===== config.mk =====
export PLATFORM = sky130hd
export DESIGN_NAME = vga_timing
export DESIGN_NICKNAME = d
export VERILOG_FILES = /design/src/rtl/vga_pkg.sv /design/src/rtl/vga_timing.sv
export SDC_FILE = /design/constraint.sdc
export NUM_CORES = 1
export LEC_CHECK = 0
export BUFFER_PORTS_ARGS = -buffer_cell sky130_fd_sc_hd__buf_2
export CORE_MARGIN = 10
export CORE_UTILIZATION = 50
export DETAILED_ROUTE_END_ITERATION = 10
export HOLD_SLACK_MARGIN = 0.1
export PLACE_DENSITY = 0.73
export SETUP_SLACK_MARGIN = 0.2
export SLEW_MARGIN = 20
export SYNTH_ARGS = -nofsm -noshare
export SYNTH_HDL_FRONTEND = slang
export SYNTH_SLANG_ARGS = --single-unit
export TNS_END_PERCENT = 5

===== constraint.sdc =====
create_clock -name clk -period 4.4 [get_ports clk]
set_clock_uncertainty 0.1 [all_clocks]
set_input_delay 0 -clock clk [delete_from_list [all_inputs] [get_ports clk]]
set_output_delay 0 -clock clk [all_outputs]
set_load 0.02 [all_outputs]

===== src/rtl/vga_pkg.sv =====
// Shared 800x600@60 timing constants, count type and output bundle for the VGA timing path.
package vga_pkg;

    localparam int unsigned CNT_W = 11;

    typedef logic [CNT_W-1:0] count_t;

    // 800x600@60 with a 40 MHz pixel clock
    localparam int unsigned VGA_H_ACTIVE = 800;
    localparam int unsigned VGA_H_FP     = 40;
    localparam int unsigned VGA_H_SYNC   = 128;
    localparam int unsigned VGA_H_BP     = 88;
    localparam int unsigned VGA_V_ACTIVE = 600;
    localparam int unsigned VGA_V_FP     = 1;
    localparam int unsigned VGA_V_SYNC   = 4;
    localparam int unsigned VGA_V_BP     = 23;

    // Timing bundle handed to the downstream alignment/delay stage
    typedef struct packed {
        count_t hcount;
        count_t vcount;
        logic   hsync;
        logic   vsync;
        logic   hblnk;
        logic   vblnk;
        logic   frame_start;
    } vga_timing_t;

    // Half-open window test lo <= c < hi
    function automatic logic in_window(input count_t c, input count_t lo, input count_t hi);
        return (c >= lo) && (c < hi);
    endfunction

endpackage


===== src/rtl/vga_timing.sv =====
// VGA raster timing: horizontal/vertical counters with registered sync and blanking decode.
module vga_timing
    import vga_pkg::*;
#(
    parameter int unsigned H_ACTIVE = VGA_H_ACTIVE,
    parameter int unsigned H_FP     = VGA_H_FP,
    parameter int unsigned H_SYNC   = VGA_H_SYNC,
    parameter int unsigned H_BP     = VGA_H_BP,
    parameter int unsigned V_ACTIVE = VGA_V_ACTIVE,
    parameter int unsigned V_FP     = VGA_V_FP,
    parameter int unsigned V_SYNC   = VGA_V_SYNC,
    parameter int unsigned V_BP     = VGA_V_BP
) (
    input  logic             clk,
    input  logic             rst_n,
    input  logic             en,
    output logic [CNT_W-1:0] hcount,
    output logic [CNT_W-1:0] vcount,
    output logic             hsync,
    output logic             vsync,
    output logic             hblnk,
    output logic             vblnk,
    output logic             frame_start
);

    localparam int unsigned H_TOTAL = H_ACTIVE + H_FP + H_SYNC + H_BP;
    localparam int unsigned V_TOTAL = V_ACTIVE + V_FP + V_SYNC + V_BP;

    localparam count_t H_LAST       = CNT_W'(H_TOTAL - 1);
    localparam count_t V_LAST       = CNT_W'(V_TOTAL - 1);
    localparam count_t H_BLNK_START = CNT_W'(H_ACTIVE);
    localparam count_t H_SYNC_START = CNT_W'(H_ACTIVE + H_FP);
    localparam count_t H_SYNC_END   = CNT_W'(H_ACTIVE + H_FP + H_SYNC);
    localparam count_t H_END        = CNT_W'(H_TOTAL);
    localparam count_t V_BLNK_START = CNT_W'(V_ACTIVE);
    localparam count_t V_SYNC_START = CNT_W'(V_ACTIVE + V_FP);
    localparam count_t V_SYNC_END   = CNT_W'(V_ACTIVE + V_FP + V_SYNC);
    localparam count_t V_END        = CNT_W'(V_TOTAL);

    vga_timing_t tim_d;
    vga_timing_t tim_q;

    // Next counts, then flags decoded from those same next counts so counts and flags register together
    always_comb begin
        tim_d             = tim_q;
        tim_d.frame_start = 1'b0;   // pulse: always cleared unless this edge wraps the frame
        if (en) begin
            if (tim_q.hcount == H_LAST) begin
                tim_d.hcount = '0;
                if (tim_q.vcount == V_LAST) begin
                    tim_d.vcount      = '0;
                    tim_d.frame_start = 1'b1;
                end else begin
                    tim_d.vcount = tim_q.vcount + CNT_W'(1);
                end
            end else begin
                tim_d.hcount = tim_q.hcount + CNT_W'(1);
            end
        end
        tim_d.hblnk = in_window(tim_d.hcount, H_BLNK_START, H_END);
        tim_d.hsync = in_window(tim_d.hcount, H_SYNC_START, H_SYNC_END);
        tim_d.vblnk = in_window(tim_d.vcount, V_BLNK_START, V_END);
        tim_d.vsync = in_window(tim_d.vcount, V_SYNC_START, V_SYNC_END);
    end

    // Timing bundle register; reset lands on (0,0) with every flag low
    always_ff @(posedge clk or negedge rst_n) begin
        if (!rst_n) begin
            tim_q <= '0;
        end else begin
            tim_q <= tim_d;
        end
    end

    assign hcount      = tim_q.hcount;
    assign vcount      = tim_q.vcount;
    assign hsync       = tim_q.hsync;
    assign vsync       = tim_q.vsync;
    assign hblnk       = tim_q.hblnk;
    assign vblnk       = tim_q.vblnk;
    assign frame_start = tim_q.frame_start;

endmodule


# Word level (Yosys, flattened, before mapping)
# Cells that the tools add are included.
[word_totals]
out_inout_bits = 27
regBits = 27
mem_bits_ro = 0
ram_bits = 0
latch_bits = 0
word_cells = 30
n_memories = 0
input_bits = 3
[classes]
div = 0
bitwise = 0
add_sub_neg = 2
n_reduce_logical = 4
mux = 7
eq_ne = 2
multipliers = 0
magnitude_cmp = 8
shifts = 0
[ops]
columns = ["operator", "n"]
rows = [
  ["11-bit by 10-bit greater-or-equal comparator with 1-bit output, second input constant", 4],
  ["11-bit by 10-bit < comparator with 1-bit output, second input constant", 3],
  ["11-bit 2-to-1 mux", 3],
  ["11-bit by 1-bit adder with 11-bit output, second input constant", 2],
  ["22-bit 2-to-1 mux", 1],
  ["11-bit by 10-bit equality test with 1-bit output, second input constant", 1],
  ["11-bit equality test, second input constant", 1],
  ["11-bit < comparator, second input constant", 1],
  ["1-bit logical AND", 4],
  ["1-bit 2-to-1 mux", 3],
]

# Depth between registers and ports, before layout
[logic_depth]
word_depth = 6
mapped_depth = 8
ltp_nobuf = 7

# Worst setup path before layout
# OpenSTA, ideal clock, no wires.
[synth_path]
kind = "register -> register"
start = "register tim_q (netlist bit hcount[1])"
end = "register tim_q (netlist bit vsync)"
synth_period_minus_slack_ns = 2.664
n_path_buf = 0
stages_incl_launch_ff = 8
t_arrival_ns = 2.429
setup_ns = 0.135
required_ns = 4.165
slack_ns = 1.736
cell_sequence = "dfrtp_1 > ha_1 > or4b_1 > or3_1 > or4_4 > and4_1 > o211ai_2 > nor4_2"
[synth_rtl]
columns = ["element", "line_no", "source"]
rows = [
  ["from (decl)", "vga_timing.sv:41", "vga_timing_t tim_q;"],
  ["from (signal assigned)", "vga_timing.sv:71", "tim_q <= tim_d;"],
]

==> impl_metrics.ini <==
[run_status]
status = completed

[sta]
max_slew.worst_pin.slew_ps = 1070
fin_crit_ps = 2760
rsz0062_at_grt = no
fin_crit_sh = 0.628
setup_slack_ps = 1640
setup_tns_ps = 0
fmax_ghz = 0.362
relSlewSlack = 0.277
setup_viol = 0
slew_violations = 0
whs_ps = 93.1
hold_viol = 0

[setup_path]
path_delay_family = simple AND/OR/NAND/NOR gates
worst_ep_required_time_ps = 4550
rr_worst_depth = 5
rrSetupSlack_ps = 1640
critical_path_class = reg2reg
critPathMaxStageDelay_ps = 830
crit_path_end_kind = register
startpoint_type = register
path_cells = or4b_2, nor4_1, a31oi_1, o22ai_1, nor3b_1
worst_path_max_delay_cell = nor4_1
worstPathMaxFanout = 11
crit_arrival_ps = 2920
crit_buf_inv = 0
crit_cells = 5
regToRegStartpoint = vcount[2]
rr_endpoint = vblnk

[global_route]
grt_pass1_vias = 1506
grt_usage = 0.135
antenna_found_initial = 0
grt_max_degree = 28
grt_pass1_wl_mm = 6.94
overflow = 0

[placement]
dp_hpwl_mm = 2.94
dp.cells = 256
place.gp.congestion = 0.944
port_buffers = 29
pre_cts_slack_ps = 1710

[cts]
max-clock-path-buffers = 2
root_buffer = clkbuf_4
htreeDepth = 1
cts.clk_slew.worst_paths_ps = 140
clk_latency_ps = 330
cts_sinks = 27
cts_tree = built
numCtsBuffers = 3
cts_resized = 0

[yosys]
yosys_warnings = 0
avgSynthCellArea_um2 = 8.65
ys_ff_latch = 27
synth_top_area_frac = 0.407
syn_area_mm2 = 0.00166
yosys.area.top_type = dfrtp_1
synth_nets = 197
yosysSeqAreaShare = 0.407
synthDistinctLibCells = 46
synthCells = 192
ys_top_cells_by_area = dfrtp_1 41%, nand2_1 4.7%, nor2_1 4.3%, xnor2_1 4.2%, o21ai_0 3.3%

[route]
viasPerCell = 5.69
dr.pass1.iters = 4
postRouteAntennaNets = 0
drt-total-wl_mm = 3.86
drc_errors = 0
vias = 1490
drt_iter0_markers = 141
wl_per_cell_um = 14.7

[layout]
final_cell_mix = 29 x buf_2, 27 x dfrtp_1, 21 x nand2_1
layout_commonest_cell = buf_2
num_antenna_cells = 0
n_fill_cell = 298
fin_cells = 262
fin_nets = 224
multi_input_area_um2 = 910
syn_to_final_growth_pct = 12.8
drive_gt1_frac = 0.193
seq_area_um2 = 676

[power_and_ir_drop]
p_leak_uw = 0.000893
peakVddDrop_mv = 0.288
pwr_density_cell_mw_per_mm2 = 298

[run]
maxCapViolCount = 0

[die]
num_rows = 20
die_area_mm2 = 0.00603
core_area_mm2 = 0.00313
initial_utilization = 0.531
io_pins = 30
die_h_um = 77.6
die_x_um = 77.6

[hold_path]
hold_class = in2async
cells by family after synthesis:
kind of cell,synth area share
AO/OA/AOI/OAI,0.123
XOR/XNOR,0.0685
adder cells (fa/ha/maj),0.0151
buffers and inverters,0.0459
flip-flops,0.407
multiplexers,0.0196
AND/OR/NAND/NOR,0.321
stage by stage:
stage | total power [µW] | area, µm² | util
floorplan | 405 | 1660 | -
global placement | 451 | 1830 | 0.584
detailed placement | 458 | 1830 | 0.584
CTS | 566 | 1870 | 0.599
global route | 601 | 1870 | 0.599
finish | 558 | 1870 | 0.599
flip-flops by register name (all words and copies together), names as in the netlist:
| name | cells |
|---|---|
| hblnk | 1 |
| vcount | 11 |
| hsync | 1 |
| vblnk | 1 |
| frame_start | 1 |
| vsync | 1 |
| hcount | 11 |
timing repair:
action	CTS	global route
endpoints found under the setup margin	0	0
setup buffers	0	0
endpoints found under the hold margin	31	0
hold buffers	2	0
worst max path at each step:
stage                    from  endpoint  slack [ps]
floorplan           hcount[1]     vsync        1740
finish              vcount[2]     vblnk        1640
global placement    hcount[0]     vsync        1720
CTS                 hcount[0]     vsync        1690
global route        vcount[2]     vblnk        1310
detailed placement  hcount[0]     vsync        1710
layer usage:
metal / global-route usage / share of wire
met1: 0.151 / 0.43
met2: 0.238 / 0.49
met3: 0.0392 / 0.071
met4: 0.0493 / 0.015
met5: 0 / 0
area by class of cell:
type / instances / share of cell area
Clock buffer: 3 / 0.0120
Clock inverter: 1 / 0.00267
Inverter: 11 / 0.0220
Multi-Input combinational cell: 145 / 0.485
Sequential cell: 27 / 0.360
Tap cell: 44 / 0.0294
Timing Repair Buffer: 31 / 0.0881
power breakdown:
group / switching, µW / internal, µW
logic: 87.5 / 52.0
registers: 42.4 / 271
clock network: 71.2 / 34.2
total: 201 / 357
synthesized netlist by cell type (all sizes together):
cell     instances
clkbuf           8
a31oi            5
o22ai            2
mux2i            1
a21oi            4
and2             1
nor3b            1
nand2b           3
o211ai           1
ha               2
nand4b           1
or4              4
or3              4
mux2             2
o21bai           1
xor2             5
dfrtp           27
or4b             2
nor2            19
nand3           10
a2111oi          1
or2              1
o211a            1
nand4bb          2
o31ai            1
and4             1
inv             11
xnor2            8
buf              1
or3b             1
nor4bb           1
and3b            1
o32a             1
nand4            4
nor4b            2
o21ai           11
o21a             2
a211oi           2
nor3             9
and3             4
nor4             3
nand2           21
worst register-to-register path, delay by kind of cell, from the launching register on:
kind	cells	cell delay [ps]
simple gates	3	1640
compound gates	2	370
flops	1	580
Power figures use the tool's default switching activity.
